## config.mk

```make
export PLATFORM = sky130hd
export DESIGN_NAME = poly_tonegen
export DESIGN_NICKNAME = d
export VERILOG_FILES = /design/src/rtl/tone_pkg.sv /design/src/rtl/tone_voice.sv /design/src/rtl/poly_tonegen.sv
export SDC_FILE = /design/constraint.sdc
export NUM_CORES = 1
export LEC_CHECK = 0
export ABC_CLOCK_PERIOD_IN_PS = 10400
export BUFFER_PORTS_ARGS = -buffer_cell sky130_fd_sc_hd__buf_4
export CORE_MARGIN = 1.5
export CORE_UTILIZATION = 40
export DETAILED_ROUTE_END_ITERATION = 10
export PLACE_DENSITY = 0.57
export SETUP_SLACK_MARGIN = 0.15
export SYNTH_ARGS = -nofsm -noshare
export SYNTH_HDL_FRONTEND = slang
export SYNTH_SLANG_ARGS = --single-unit
```

## constraint.sdc

```tcl
create_clock -name clk -period 10.4 [get_ports clk]
set_input_delay 1.56 -clock clk [delete_from_list [all_inputs] [get_ports clk]]
set_output_delay 1.56 -clock clk [all_outputs]
set_load 0.1 [all_outputs]
```

## src/rtl/tone_pkg.sv

```systemverilog
// Shared types and constants for the polyphonic tone generator.
// Optional feature macro: POLY_TONEGEN_NOISE_EN (LFSR noise waveform).
package tone_pkg;

  typedef enum logic [1:0] {
    WAVE_SQUARE  = 2'd0,
    WAVE_PULSE25 = 2'd1,
    WAVE_NOISE   = 2'd2,
    WAVE_OFF     = 2'd3
  } wave_e;

  // Galois LFSR, polynomial x^16+x^14+x^13+x^11+1, shifting right.
  localparam logic [15:0] LFSR_SEED = 16'hACE1;
  localparam logic [15:0] LFSR_TAPS = 16'hB400;

  // Octave-0 half-period dividers for C .. B.
  localparam logic [11:0] NOTE_TABLE [12] = '{
    12'd1468, 12'd1386, 12'd1308, 12'd1234, 12'd1165, 12'd1099,
    12'd1038, 12'd980,  12'd924,  12'd873,  12'd824,  12'd777
  };

  // Divider for a note/octave pair; invalid notes yield 0 (voice is silenced anyway).
  function automatic logic [11:0] note_div(input logic [3:0] note, input logic [2:0] octave);
    logic [11:0] base;
    base = 12'd0;
    if (note < 4'd12) base = NOTE_TABLE[note];
    return base >> octave;
  endfunction

endpackage

```

## src/rtl/tone_voice.sv

```systemverilog
// One tone voice: phase counter, half-period flag and (optionally) a noise bit.
// Optional feature macro: POLY_TONEGEN_NOISE_EN (noise_bit flop and noise waveform).
// The level is taken from the state before the strobe update.
module tone_voice
  import tone_pkg::*;
#(
  parameter int VOL_W = 8
) (
  input  logic                    clk,
  input  logic                    reset,
  input  logic                    strobe,
  input  logic                    enable,
  input  logic [3:0]              note,
  input  logic [2:0]              octave,
  input  logic [1:0]              wave_sel,
  input  logic [VOL_W-1:0]        volume,
  input  logic                    lfsr_bit,
  output logic signed [VOL_W:0]   level
);

  logic [11:0]            div;
  logic [11:0]            cnt;
  logic                   half;
  logic                   active;
  wave_e                  wave;
  logic signed [VOL_W:0]  pos_lvl;
  logic signed [VOL_W:0]  neg_lvl;

  assign div     = note_div(note, octave);
  assign active  = enable && (note < 4'd12);
  assign wave    = wave_e'(wave_sel);
  assign pos_lvl = $signed({1'b0, volume});
  assign neg_lvl = -pos_lvl;

  // Phase counter: '>=' lets a shrinking divider wrap on the next strobe.
  always_ff @(posedge clk) begin
    if (reset) begin
      cnt  <= 12'd0;
      half <= 1'b0;
    end else if (strobe) begin
      if (!active) begin
        cnt  <= 12'd0;
        half <= 1'b0;
      end else if (cnt >= div) begin
        cnt  <= 12'd0;
        half <= ~half;
      end else begin
        cnt  <= cnt + 12'd1;
      end
    end
  end

`ifdef POLY_TONEGEN_NOISE_EN
  logic noise_bit;

  // Noise bit resamples the shared LFSR at each half-period wrap.
  always_ff @(posedge clk) begin
    if (reset) begin
      noise_bit <= 1'b0;
    end else if (strobe && active && (cnt >= div)) begin
      noise_bit <= lfsr_bit;
    end
  end
`else
  logic unused_lfsr_bit;
  assign unused_lfsr_bit = lfsr_bit;
`endif

  // Waveform shaping of the current phase into a signed level.
  always_comb begin
    level = '0;
    if (active) begin
      unique case (wave)
        WAVE_SQUARE:  level = half ? pos_lvl : neg_lvl;
        WAVE_PULSE25: level = (half && (cnt <= (div >> 1))) ? pos_lvl : neg_lvl;
`ifdef POLY_TONEGEN_NOISE_EN
        WAVE_NOISE:   level = noise_bit ? pos_lvl : neg_lvl;
`else
        WAVE_NOISE:   level = '0;
`endif
        default:      level = '0;
      endcase
    end
  end

endmodule

```

## src/rtl/poly_tonegen.sv

```systemverilog
// Polyphonic tone generator: strobe from the codec ready handshake, shared
// LFSR, per-voice tone_voice instances, mixer and registered sample output.
// Optional feature macro: POLY_TONEGEN_NOISE_EN (LFSR + noise waveform).
// Handshake: a strobe occurs when both ready inputs are high and
// sample_valid is low; sample_valid then stays high until either ready drops.
module poly_tonegen
  import tone_pkg::*;
#(
  parameter int VOICES   = 4,
  parameter int VOL_W    = 8,
  parameter int SAMPLE_W = 16
) (
  input  logic                          clk,
  input  logic                          reset,
  input  logic [VOICES-1:0]             voice_en,
  input  logic [VOICES-1:0][VOL_W-1:0]  volume,
  input  logic [VOICES-1:0][3:0]        note,
  input  logic [VOICES-1:0][2:0]        octave,
  input  logic [VOICES-1:0][1:0]        wave_sel,
  input  logic                          left_chan_ready,
  input  logic                          right_chan_ready,
  output logic [SAMPLE_W-1:0]           sample_data,
  output logic                          sample_valid
);

  if ((VOICES < 1) || (VOICES > 8)) begin : g_bad_voices
    $error("poly_tonegen: VOICES must be 1..8");
  end
  if (SAMPLE_W < VOL_W + 1 + $clog2(VOICES)) begin : g_bad_width
    $error("poly_tonegen: SAMPLE_W too narrow for VOICES and VOL_W");
  end

  logic                         both_ready;
  logic                         strobe;
  logic [VOICES-1:0]            lfsr_bits;
  logic signed [VOL_W:0]        level [VOICES];
  logic signed [SAMPLE_W-1:0]   mix;

  assign both_ready = left_chan_ready && right_chan_ready;
  assign strobe     = both_ready && !sample_valid;

`ifdef POLY_TONEGEN_NOISE_EN
  logic [15:0] lfsr;

  // Shared LFSR steps once per strobe.
  always_ff @(posedge clk) begin
    if (reset) begin
      lfsr <= LFSR_SEED;
    end else if (strobe) begin
      lfsr <= (lfsr >> 1) ^ (lfsr[0] ? LFSR_TAPS : 16'h0000);
    end
  end

  assign lfsr_bits = lfsr[VOICES-1:0];
`else
  assign lfsr_bits = '0;
`endif

  for (genvar g = 0; g < VOICES; g++) begin : g_voice
    tone_voice #(.VOL_W(VOL_W)) u_voice (
      .clk      (clk),
      .reset    (reset),
      .strobe   (strobe),
      .enable   (voice_en[g]),
      .note     (note[g]),
      .octave   (octave[g]),
      .wave_sel (wave_sel[g]),
      .volume   (volume[g]),
      .lfsr_bit (lfsr_bits[g]),
      .level    (level[g])
    );
  end

  // Mixer: sign-extend each level and sum; width rule rules out overflow.
  always_comb begin
    mix = '0;
    for (int v = 0; v < VOICES; v++) begin
      mix = mix + SAMPLE_W'(level[v]);
    end
  end

  // Output registers: capture the mix on strobe, drop valid when a ready falls.
  always_ff @(posedge clk) begin
    if (reset) begin
      sample_valid <= 1'b0;
      sample_data  <= '0;
    end else if (strobe) begin
      sample_valid <= 1'b1;
      sample_data  <= mix;
    end else if (!both_ready) begin
      sample_valid <= 1'b0;
    end
  end

endmodule

```

Word level (Yosys, flattened, before mapping)
Memory sizes are Yosys's and may differ from the RTL's.
Cells that the tools add are included.
- register bits after elaboration: 69
- latch bits: 0
- bits in writable memories: 0
- ROM bits: 768
- input port bits: 76
- output and inout port bits: 17
- memories kept: 4
- add/subtract/negate cells: 11
- multipliers: 0
- divide/modulo/power cells: 0
- magnitude comparators: 16
- equal/unequal tests: 9
- shift-type cells: 4
- muxes and demuxes: 46
- bitwise gates (word level): 8
- reduce and logical (&&, ||, !) cells: 19
- memories (memory ; words ; width ; rd ports ; clocked after Yosys merged registers in ; write ports ; line ; text):
    (no name shown) ; 16 ; 12 ; 1 ; 0 ; 0 ; tone_pkg.sv:26 ; if (note < 4'd12) base = NOTE_TABLE[note];
    (no name shown) ; 16 ; 12 ; 1 ; 0 ; 0 ; tone_pkg.sv:26 ;
    (no name shown) ; 16 ; 12 ; 1 ; 0 ; 0 ; tone_pkg.sv:26 ;
    (no name shown) ; 16 ; 12 ; 1 ; 0 ; 0 ; tone_pkg.sv:26 ;
- operator list (cell ; count):
    2-to-1 mux 12 bit ; 20
    2-to-1 mux 9 bit ; 12
    one-hot mux 9 bit (2 select lines) ; 4
    adder 12 x 1 -> 12 bit (second input constant) ; 4
    >= comparator 12 bit ; 4
    <= comparator 12 x 11 -> 1 bit ; 4
    >> shifter 12 x 3 -> 12 bit ; 4
    negation 8 -> 9 bit ; 4
    >= comparator 5 bit (second input constant) ; 4
    NOT 4 -> 5 bit ; 4
    less-than comparator 4 bit (second input constant) ; 4
    adder 11 x 9 -> 12 bit ; 1
    adder 10 x 9 -> 11 bit ; 1
    adder 9 x 9 -> 10 bit ; 1
    logical AND 1 bit ; 10
    2-to-1 mux 1 bit ; 10
    equality test 2 x 1 -> 1 bit (second input constant) ; 4
    zero test 2 bit ; 4
    != test 2 bit (second input constant) ; 4
    AND reduction 2 bit ; 4
    NOT 1 bit ; 4
    != test 2 x 1 -> 1 bit (second input constant) ; 1
    zero test 1 bit ; 1

Longest topological paths before layout
Gate-level depths: netlist (run 1).
- word-level depth: 14
- depth in mapped cells: 34
- mapped depth without buffers: 33

Modules after synthesis
From an unflattened synthesis (run 1), not the netlist that was laid out.
- cell total of the unflattened synthesis: 1271
- area, all modules: 9536.6 um^2
- by module, submodules not included (module ; instances ; cells an instance ; area each (um^2)):
    tone_voice at g_voice[0].u_voice ... ; 2 ; 262 ; 1936.9
    tone_voice at g_voice[2].u_voice ; 1 ; 287 ; 2125.8
    tone_voice at g_voice[3].u_voice ; 1 ; 283 ; 2060.7
    poly_tonegen ; 1 ; 177 ; 1476.4

Worst setup path after synthesis (run 1)
Ideal clock, no wire load.
- kind: input to register
- from: input port note[8] (netlist bit)
- to: register sample_data[14]
- setup time: 0.086 ns
- arrival time: 7.716 ns
- required time: 10.314 ns
- path slack: 2.599 ns
- stages on the path: 33
- cell sequence: clkbuf_1 > inv_1 > ha_1 > a21oi_1 > nor2_1 > a31oi_1 > o22a_1 > mux2_2 > nor2_1 > a21oi_1 > ha_1 > or2_2 > a21oi_1 > a21oi_1 > a221oi_1 > o21ai_0 > clkbuf_1 > mux2i_1 > nor2_1 > fa_1 > inv_1 > fa_1 > inv_1 > ha_1 > fa_1 > a21o_1 > a21oi_1 > nor2b_1 > o21a_1 > o41ai_1 > o21a_1 > mux2i_1 > a211oi_1
- word-level cells in the longest chain between the ends: 13
- elaborated cells on any way between the ends: 15
- ends and longest elaborated chain (item ; line ; text):
    from (decl) ; poly_tonegen.sv:17 ; input logic [VOICES-1:0][3:0] note,
    NOT 4 -> 5 bit (not written as such) ; tone_pkg.sv:26 ;
    memory read (16 x 12 bit) ; -- ;
    2-to-1 mux 12 bit (not written as such) (2 in series) ; tone_pkg.sv:26 ;
    2-to-1 mux 12 bit ; tone_pkg.sv:26 ;
    >> shifter 12 x 3 -> 12 bit ; tone_pkg.sv:27 ; return base >> octave;
    <= comparator 12 x 11 -> 1 bit ; tone_voice.sv:75 ; WAVE_PULSE25: level = (half && (cnt <= (div >> 1))) ? pos_lvl : neg_lvl;
    logical AND 1 bit ; tone_voice.sv:75 ;
    2-to-1 mux 9 bit ; tone_voice.sv:75 ;
    one-hot mux 9 bit (2 select lines) ; tone_voice.sv:73 ; unique case (wave)
    2-to-1 mux 9 bit (*) ; tone_voice.sv:72 ; if (active) begin
    adder 10 x 9 -> 11 bit (*) ; poly_tonegen.sv:78 ; mix = mix + SAMPLE_W'(level[v]);
    adder 11 x 9 -> 12 bit (*) ; poly_tonegen.sv:78 ;
    to (signal assigned) ; poly_tonegen.sv:89 ; sample_data <= mix;
    to (decl) ; poly_tonegen.sv:22 ; output logic [SAMPLE_W-1:0] sample_data,
Every way passes the cells marked *; elsewhere a longest branch is shown, timed or not. The select of a mux whose other input is x is not followed.
A chain may end at the register's enable or synchronous reset.

Final worst setup path (run 1)
- from: input port note[0] (netlist bit)
- to: register sample_data[14]
- word-level cells in the longest chain between the ends: 14
- elaborated cells on any way between the ends: 16
- ends and longest elaborated chain (item ; line):
    NOT 4 -> 5 bit (not written as such) ; tone_pkg.sv:26
    memory read (16 x 12 bit) ; --
    2-to-1 mux 12 bit (not written as such) (2 in series) ; tone_pkg.sv:26
    2-to-1 mux 12 bit ; tone_pkg.sv:26
    >> shifter 12 x 3 -> 12 bit ; tone_pkg.sv:27
    <= comparator 12 x 11 -> 1 bit ; tone_voice.sv:75
    logical AND 1 bit ; tone_voice.sv:75
    2-to-1 mux 9 bit ; tone_voice.sv:75
    one-hot mux 9 bit (2 select lines) ; tone_voice.sv:73
    2-to-1 mux 9 bit (*) ; tone_voice.sv:72
    adder 9 x 9 -> 10 bit (*) ; poly_tonegen.sv:78
    adder 10 x 9 -> 11 bit (*) ; poly_tonegen.sv:78
    adder 11 x 9 -> 12 bit (*) ; poly_tonegen.sv:78
Marks and branches as above.

==> results.md, run 1 <==
* Final Instance Area at roughly 9800 um2
* Post-Route WL at 22,200 um
* Clock latency on the worst-skew pair at 0.33 ns
* Antenna violations before repair at 0
* Final Hold Viols at 0
* Post-synthesis sequential area ratio at 14.9%
* CP endpoint kind: flip-flop
* Site Rows at 53
* Crit path kind: in -> reg
* Most numerous cell in the Yosys netlist: nor2_1
* Post-synth cell types at 69
* Synth Cell Area at 8720 um2
* Max Fclk at 124 MHz
* Global-route wire length before repair at 37,100 um
* CP Max Fanout at 14
* Slowest-stage cell, CP: fa_1
* Worst-case clock buffer depth at 2
* Final setup TNS at 0 ns
* Die ar. at 22,700 um2
* DR WL/cell at ~15 um
* Leakage power at 4.38 nW
* Starting density of the core at between 40% and 50%
* Num CTS Buffers at 9
* Mapped Cells at roughly 1,200
* Worst Tran Pin Value at around 1.2 ns
* Total core area at 21,200 um2
* Root Driver: clkbuf_16
* Core Util, Final at about 46%
* Post-Syn Area per Cell at 7.26 um2
* Layout fillers at 2,208
* Die Wd at 151 um
* Worst Hold Margin at 0.471 ns
* Maximum Capacitance Violations at 0
* Drt initial violations at 323
* Pwr dens at about 94 nW/um2
* Worst VDD drop at 0.0917 mV
* YS warnings at 0
* CTS clk-pin slew, worst paths at 0.06 ns
* Primary FF master, synth: dfxtp_1
* Status: completed
* Top-area cell type share of the netlist area at 16.9%
* Total setup buffers inserted after CTS at 0
* Area post-placement at 9510 um2
* Final worst path period need at around 8.1 ns
* CTS tree: yes
* Mean number of vias per cell at 5.43
* Grt total ovfl at 0
* Post-Syn Nets at 1,413
* Post-synth EDFFs at 0
* CP max stage delay at 0.54 ns
* Area leader, netlist: ha_1
* Total iterations of the first detailed-routing run at 4
* Main area contributors after synthesis: ha_1 17%, dfxtp_1 15%, nor2_1 6.3%
* GP Congestion at 0.848
* Top cells by count, synth: 146 x nor2_1, 127 x nand2_1, 118 x ha_1, 93 x a21oi_1, 82 x o21ai_0
* Req. time, crit path at 10.65 ns
* Clk_skew at 0.00758 ns
* Synth Register Bits at 65
* Normalized max-slew margin at 18.9%
* CP Launch Type: input pin
* Worst Hold Class: reg -> reg
* Hold buffer count at CTS at 0
* Slew Viols, Final at 0
* Unrepaired setup endpoints after global routing: false
* Gr usage total at roughly a fifth
* Final setup vio count at 0
* CP Data Arrival Time at approximately 8.3 ns
* Post-DP HPWL at 17,900 um
* Post-DRT Antenna Nets at 0
* Port Buffers at just over 90
* Area growth, synth to finish at 12.7%
* Largest net degree at the start of global routing at 32
* Final period utilization at ~77%
* Share of cells above drive strength 1 at a little over a tenth
* Tot Pwr at 926 uW
* Vias in the first global route at 7,671
* H-tree levels at 3
* Diode count at 0
* Post-CTS sizing at 0
* Io pins at 93
* DRC Markers at 0
* Clock sinks at 65
* Asr flop ratio synth at 0%
* Die H at 151 um
* Final net count at 1,457
* Via count at ~8,300
==> cell type report <==
| cell class | instances | area, um2 | area share, % |
|---|---|---|---|
| clock inverters | 5 | 80.1 | 0.815 |
| repair buffers | 95 | 713 | 7.26 |
| inverters | 73 | 274 | 2.79 |
| flip-flops and latches | 65 | 1300 | 13.2 |
| well taps | 275 | 344 | 3.50 |
| clock buffers | 11 | 233 | 2.37 |
| multi-input cells | 1000 | 6880 | 70.0 |
==> worst paths after layout <==
check / from / end / slack [ns] / cells after the start
setup reg to reg: g_voice[0].u_voice.cnt[7] / sample_data[14] / 4.63 / 22
hold reg to reg: sample_data[8] / sample_data[8] / 0.47 / 2
setup / recovery: note[0] / sample_data[14] / 2.34 / 30
hold / removal: sample_data[8] / sample_data[8] / 0.47 / 2
==> cells by family (layout without fill, tap and decap cells) <==
| logic type | after synthesis | in the layout | share of synthesized area [%] |
|---|---|---|---|
| compound gates | 311 | 311 | 22.4 |
| xor+xnor | 60 | 60 | 6.03 |
| fa+ha+maj | 139 | 139 | 21.5 |
| buf+inv | 135 | 184 | 6.22 |
| flops | 65 | 65 | 14.9 |
| mux | 32 | 32 | 4.06 |
| simple gates | 458 | 458 | 24.8 |
==> layer usage <==
layer	share of wire, %	routed length, um	global-route usage, %	vias up
met4	0.47	104	2.67	0
met5	0	0	0	-
met3	2.8	625	2.55	9
li1	-	-	-	4358
met1	49	10800	26.7	3806
met2	48	10600	35.1	101
==> flip-flops by register name, summed over array words and instances (netlist names) <==
name and count:
g_voice.u_voice.half 4, sample_valid 1, g_voice.u_voice.cnt 48, sample_data 12
==> critical path, delay by kind of cell <==
family / cells / cell delay, ns
fa+ha+maj: 6 / 2.36
compound gates: 11 / 2.23
simple gates: 6 / 1.29
buf+inv: 5 / 0.51
mux: 2 / 0.34
==> metrics by stage <==
step	std cells	setup slack, ns
after floorplan	1200	2.60
after detailed placement	1508	2.06
after global routing	1524	1.72
after CTS	1524	2.36
final	1524	2.34
after global placement	1508	2.15
==> report_power, final <==
part / switching (mW) / internal, mW
logic: 0.207 / 0.134
registers: 0.00754 / 0.255
clock network: 0.113 / 0.209
==> cell usage in the layout, fill, tap and decap left out, types with 21 or more instances in the layout <==
| cell type | count |
|---|---|
| nor3_1 | 22 |
| o21ai_0 | 82 |
| nand3_1 | 26 |
| nor2_1 | 145 |
| dfxtp_1 | 65 |
| a21oi_1 | 93 |
| a211oi_1 | 21 |
| inv_1 | 71 |
| mux2i_1 | 23 |
| xor2_1 | 40 |
| ha_1 | 118 |
| nand2_1 | 127 |
| buf_4 | 95 |
No activity file was read; power rests on OpenSTA's default activity.
==> run 2: changes to the inputs <==
- ABC_AREA: default -> 1
- ABC_CLOCK_PERIOD_IN_PS: 10400 -> 7650
- clock period: 10.4 -> 7.65 ns (I/O delays scaled with it)
==> results.md, run 2 <==
* Req. time, crit path at 7.92 ns
* Largest family of logic cells by synthesized area: simple AND/OR/NAND/NOR gates
* Reg-to-reg startpoint: g_voice[2].u_voice.cnt[0]
* Clk_skew at 0.00553 ns
* Largest Register: g_voice.u_voice.cnt
* Io pins at between 90 and 100
* Grt total ovfl at 0
* Die H at 154 um
* Top cells by count, synth: 292 x nand2_1, 159 x inv_1, 155 x nor2_1, 135 x a21oi_1, 121 x o21ai_0
* Crit path kind: in -> reg
* R2R cell count at 23
* Antenna violations before repair at 0
* Starting density of the core at 41.2%
* Total setup buffers inserted after CTS at 0
* CP Launch Type: input pin
* Reg2reg setup slack at 2.76 ns
* Clock sinks at 65
* Final worst path period need at 6.59 ns
* Diode count at 0
* Largest net degree at the start of global routing at 49
* Tot Pwr at 1.25 mW
* Maximum Capacitance Violations at 0
* Multiplexer share of the synthesized area at 0.772%
* Post-Syn Area per Cell at 6.40 um2
* Asr flop ratio synth at 0%
* CP Buf/Inv Count at 7
* Top-area cell type share of the netlist area at 16.3%
* CP delay by family, top: compound AO/OA/AOI/OAI gates
* Hold endpoint: g_voice[2].u_voice.cnt[0]
* Post-DRT Antenna Nets at 0
* Synth Register Bits at 65
* Area of the multi-input gates at 6940 um2
* Max Fclk at 152 MHz
* Status: completed
* Slew Viols, Final at 0
* Global-route wire length before repair at between 30,000 and 40,000 um
* Synth Cell Area at 9080 um2
* Hold depth at 2
* H-tree levels at 3
* Synth Area in XOR/XNOR at under 10%
* Leakage power at ~4.9 nW
* Final setup vio count at 0
* Site Rows at 54
* Final setup TNS at 0 ns
* Die Wd at between 150 and 200 um
* Leading cell type in the layout, fill and taps excluded: nand2_1
* Root Driver: clkbuf_16
* Mapped Cells at 1,419
* Total iterations of the first detailed-routing run at 5
* Share of cells above drive strength 1 at 9.66%
* Pre-CTS WS at between 0.7 and 0.8 ns
* Max FFs per register at 48
* GP Congestion at 0.837
* Post-CTS sizing at 0
* Total core area at 22,000 um2
* Post-Syn Nets at 1,632
* Final WS setup at around 1.1 ns
* YS warnings at 0
* Via count at between 9,000 and 10,000
* Area leader, netlist: ha_1
* Gr usage total at between 20 and 25%
* CP Max Fanout at 14
* Main area contributors after synthesis: ha_1 16%, dfxtp_1 14%, nand2_1 12%
* CP max stage delay at 0.52 ns
* Hold Crit Start: g_voice[2].u_voice.cnt[0]
* Worst-case clock buffer depth at 2
* Final period utilization at 86.1%
* CP Data Arrival Time at 6.86 ns
* Die ar. at 23,600 um2
* Vias in the first global route at 8,227
* Clock latency on the worst-skew pair at 0.34 ns
* CTS tree: yes
* Core Util, Final at 46.5%
* Unrepaired setup endpoints after global routing: false
* Primary FF master, synth: dfxtp_1
* Post-DP HPWL at 19,700 um
* Pwr dens at 122 nW/um2
* CP dominant cell by count: inv_1
* Post-synthesis sequential area ratio at ~14%
* Post-synth cell types at 52
* Slowest-stage cell, CP: o41ai_1
* Mean number of vias per cell at slightly above 5
* Final net count at 1,698
* Reg-to-reg endpoint: sample_data[14]
* Worst Hold Class: reg -> reg
* Biggest regs: g_voice.u_voice.cnt x48, sample_data x12, g_voice.u_voice.half x4
* Area growth, synth to finish at 12.9%
* Commonest non-fill, non-tap cells in the layout: 292 x nand2_1, 159 x inv_1, 155 x nor2_1
* Area share of fa/ha/maj cells after synthesis at around 20%
* Layout fillers at about 2,300
* Final Hold Viols at 0
* CTS clk-pin slew, worst paths at roughly 0.060 ns
* Compound-Gate Fraction of Synth Area at ~20%
* Simple-gate share of the synthesized area at 28.9%
* Most numerous cell in the Yosys netlist: nand2_1
* Worst VDD drop at 0.122 mV
* Hold buffer count at CTS at 0
* DR WL/cell at 13.5 um
* Normalized max-slew margin at 31.1%
* CP endpoint kind: flip-flop
* DRC Markers at 0
* Drt initial violations at 439
* Port Buffers at slightly above 90
* Post-synth EDFFs at 0
* Post-Route WL at approximately 24,000 um
* Num CTS Buffers at 9
* Worst Tran Pin Value at 1.02 ns
* Register area at 1300 um2
-- run 2: cell count changes after synthesis, moves of 11 or more --
cell,before,now
a211oi_1,21,3
a21o_1,14,0
a21oi_1,93,135
and2_1,11,0
clkbuf_1,47,25
inv_1,71,159
mux2i_1,23,7
nand2_1,127,292
nand2b_1,12,0
nand3_1,26,76
nor2b_1,20,0
o211ai_1,7,20
o21ai_0,82,121
or3_1,19,2
-- run 2: worst min-delay path: stages (launching register included) --
cell and delay (ns):
dfxtp_1 0.33, nand2_1 0.07, a21oi_1 0.05
-- run 2: how the worst max path moves through the flow --
stage / from / end / slack (ns) / cells past startpoint
floorplan: note[8] / sample_data[14] / 1.54 / 31
global placement: note[11] / sample_data[14] / 0.86 / 33
detailed placement: note[8] / sample_data[14] / 0.74 / 30
CTS: note[8] / sample_data[14] / 1.09 / 30
global route: note[0] / sample_data[14] / 0.44 / 34
finish: note[8] / sample_data[14] / 1.06 / 30
-- run 2: logic make-up (layout without fill, tap and decap cells) --
| family | after synthesis | count (layout) |
|---|---|---|
| AND/OR/NAND/NOR | 605 | 605 |
| AO/OA/AOI/OAI | 331 | 331 |
| buffers and inverters | 211 | 282 |
| adder cells (fa/ha/maj) | 137 | 137 |
| flip-flops | 65 | 65 |
| XOR/XNOR | 63 | 63 |
| multiplexers | 7 | 7 |
-- run 2: routing by layer --
| layer | part of all wire [%] | vias to the layer above | track usage [%] |
|---|---|---|---|
| met5 | 0 | - | 0 |
| met1 | 52 | 4114 | 29.4 |
| met3 | 3.2 | 19 | 2.37 |
| met4 | 1.4 | 0 | 5.96 |
| li1 | - | 4899 | - |
| met2 | 43 | 157 | 31.5 |
-- run 2: final cells by class --
class                      count  share of cell area (%)
clock buffer                  14                    2.77
clock inverter                 2                  0.0977
inverter                     171                    6.27
multi-input combinational   1143                    67.8
sequential                    65                    12.7
tap                          280                    3.42
timing repair buffer          95                    6.96
-- run 2: per-stage QoR --
stage | instance area [um2] | hold slack (ns) | std cells
floorplan | 9080 | 0.468 | 1419
global placement | 9950 | 0.487 | 1754
detailed placement | 9950 | 0.494 | 1754
CTS | 10200 | 0.504 | 1770
global route | 10200 | 0.516 | 1770
finish | 10200 | 0.502 | 1770
-- run 2: report_power, final --
part / total [mW] / internal (mW) / switching, mW
sequential: 0.356 / 0.347 / 0.00926
combinational: 0.486 / 0.165 / 0.322
clock: 0.406 / 0.254 / 0.152
total: 1.25 / 0.765 / 0.483
==> run 3: changes to the inputs <==
- ABC_AREA: 1 -> default
==> results.md, run 3 (synthesis results as in run 1) <==
* Worst-case clock buffer depth at 2
* Largest Register: g_voice.u_voice.cnt
* Final Hold Viols at 0
* DRC Markers at 0
* Area growth, synth to finish at 16.4%
* Largest net degree at the start of global routing at 32
* CP Launch Type: input pin
* Grt total ovfl at 0
* Hold buffer count at CTS at 0
* Biggest regs: g_voice.u_voice.cnt x48, sample_data x12, g_voice.u_voice.half x4
* Normalized max-slew margin at 42.5%
* CP Max Fanout at 7
* Leakage power at 4.53 nW
* Mean number of vias per cell at about 5.4
* GP Congestion at 0.834
* Reg2reg setup slack at 2.25 ns
* Die ar. at 22,700 um2
* Tot Pwr at 1.29 mW
* CP dominant cell by count: nor2_1
* Layout fillers at 2,180
* Vias in the first global route at ~7,600
* Share of cells above drive strength 1 at 14.0%
* Pwr dens at 127 nW/um2
* Hold Crit Start: sample_data[10]
* Grt met3 use at 2.48%
* Worst Tran Pin Value at between 0.8 and 0.9 ns
* Int Power at between 800 and 900 uW
* Max FFs per register at 48
* Antenna violations before repair at 0
* Leading cell type in the layout, fill and taps excluded: nor2_1
* Met1 Use GR at 25.8%
* Maximum Capacitance Violations at 0
* Worst Hold Class: reg -> reg
* Root Driver: clkbuf_16
* Io pins at 93
* Global-route wire length before repair at 36,400 um
* Die Wd at 151 um
* CP endpoint kind: flip-flop
* Die H at approximately 150 um
* Worst VDD drop at ~0.1 mV
* Clock latency on the worst-skew pair at 0.33 ns
* Final period utilization at 93.9%
* Crit path from: note[4]
* CP Data Arrival Time at 7.42 ns
* Clock sinks at 65
* Reg-to-reg startpoint: g_voice[0].u_voice.cnt[1]
* Switching share of power at 34.8%
* Max Fclk at 139 MHz
* Final setup vio count at 0
* Drt initial violations at 293
* Unrepaired setup endpoints after global routing: false
* Post-DP HPWL at about 18,000 um
* Port Buffers at 92
* Clk_skew at 0.00683 ns
* Sequential share of power at between 20% and 30%
* GRT busiest layer: met2
* Final net count at around 1,500
* Post-DRT Antenna Nets at 0
* DR WL/cell at 14.4 um
* Site Rows at 53
* Diode count at 0
* Num CTS Buffers at 9
* Sw Pwr at 449 uW
* Worst Hold Margin at roughly 0.45 ns
* Clk network pwr share at 35.0%
* CP max stage delay at 0.52 ns
* Post-Route WL at 22,200 um
* Status: completed
* Crit path kind: in -> reg
* Gate power share at 37.5%
* Via count at around 8,400
* Met2 Track Usage GR at a little over a third
* Total iterations of the first detailed-routing run at 5
* Final worst path period need at 7.18 ns
* Req. time, crit path at ~8 ns
* H-tree levels at 3
* Slew Viols, Final at 0
* CTS clk-pin slew, worst paths at 0.05 ns
* Slowest-stage cell, CP: fa_1
* Total core area at 21,200 um2
* Gr usage total at 19.6%
* Starting density of the core at roughly two fifths
* Commonest non-fill, non-tap cells in the layout: 144 x nor2_1, 127 x nand2_1, 116 x ha_1, 116 x buf_4, 91 x a21oi_1
* CTS tree: yes
run 3: changes by cell type in the layout (fill, tap and decap cells not counted), moves of 13 or more:
cell,previous run,this run
a211oi_1,3,20
nor2b_1,0,19
buf_4,95,116
a21o_1,0,14
nand2_1,292,127
inv_1,159,71
or3_1,2,18
nand3_1,76,25
o211ai_1,20,7
mux2i_1,7,23
o21ai_0,121,74
a21oi_1,135,91
run 3: final cells by class:
class,instances,area [um2],area share (%)
inverter,73,274,2.70
tap,275,344,3.39
timing repair buffer,117,882,8.69
clock inverter,5,77.6,0.765
sequential,65,1300,12.8
clock buffer,11,253,2.49
multi-input combinational,1000,7010,69.1
run 3: repair_timing:
action / CTS / global route
setup buffers: 0 / 5
setup endpoints to repair: 0 / 5
resized for setup: 0 / 31
run 3: critical path: cells and delay by family:
family                   cells  cell delay (ns)
AO/OA/AOI/OAI               12             1.97
AND/OR/NAND/NOR              9             1.37
multiplexers                 1             0.07
adder cells (fa/ha/maj)      6             2.26
buffers and inverters        6             0.59
run 3: worst paths after layout:
check / cells after the start / end
worst max register to register: 24 / sample_data[14]
worst max-delay path: 34 / sample_data[14]
worst min-delay path: 2 / sample_data[10]
worst min register to register: 2 / sample_data[10]
run 3: metal layers:
metal  part of all wire, %  up-vias
met5                     0        -
met4                   1.1        0
met3                   2.6       30
met2                    49      112
met1                    47     3831
li1                      -     4389
run 3: metrics by stage:
stage / instances / TNS, ns / setup slack (ns) / util (%) / area [um2]
finish: 1546 / 0 / 0.466 / 47.8 / 10100
global route: 1546 / 0 / 0.0183 / 47.8 / 10100
CTS: 1541 / 0 / 0.157 / 47.0 / 9970
detailed placement: 1525 / -0.171 / -0.139 / 45.4 / 9640
global placement: 1525 / 0 / 0.0393 / 45.4 / 9640
floorplan: 1200 / 0 / 0.261 / - / 8720
run 3: power by group through the flow:
stage / Clock (mW) / Sequential [mW] / Combinational (mW)
3_5_place_dp: 0 / 0.363 / 0.471
4_1_cts: 0.461 / 0.356 / 0.473
5_1_grt: 0.476 / 0.357 / 0.543
2_1_floorplan: 0 / 0.394 / 0.313
3_3_place_gp: 0 / 0.363 / 0.467
6_report: 0.451 / 0.356 / 0.484
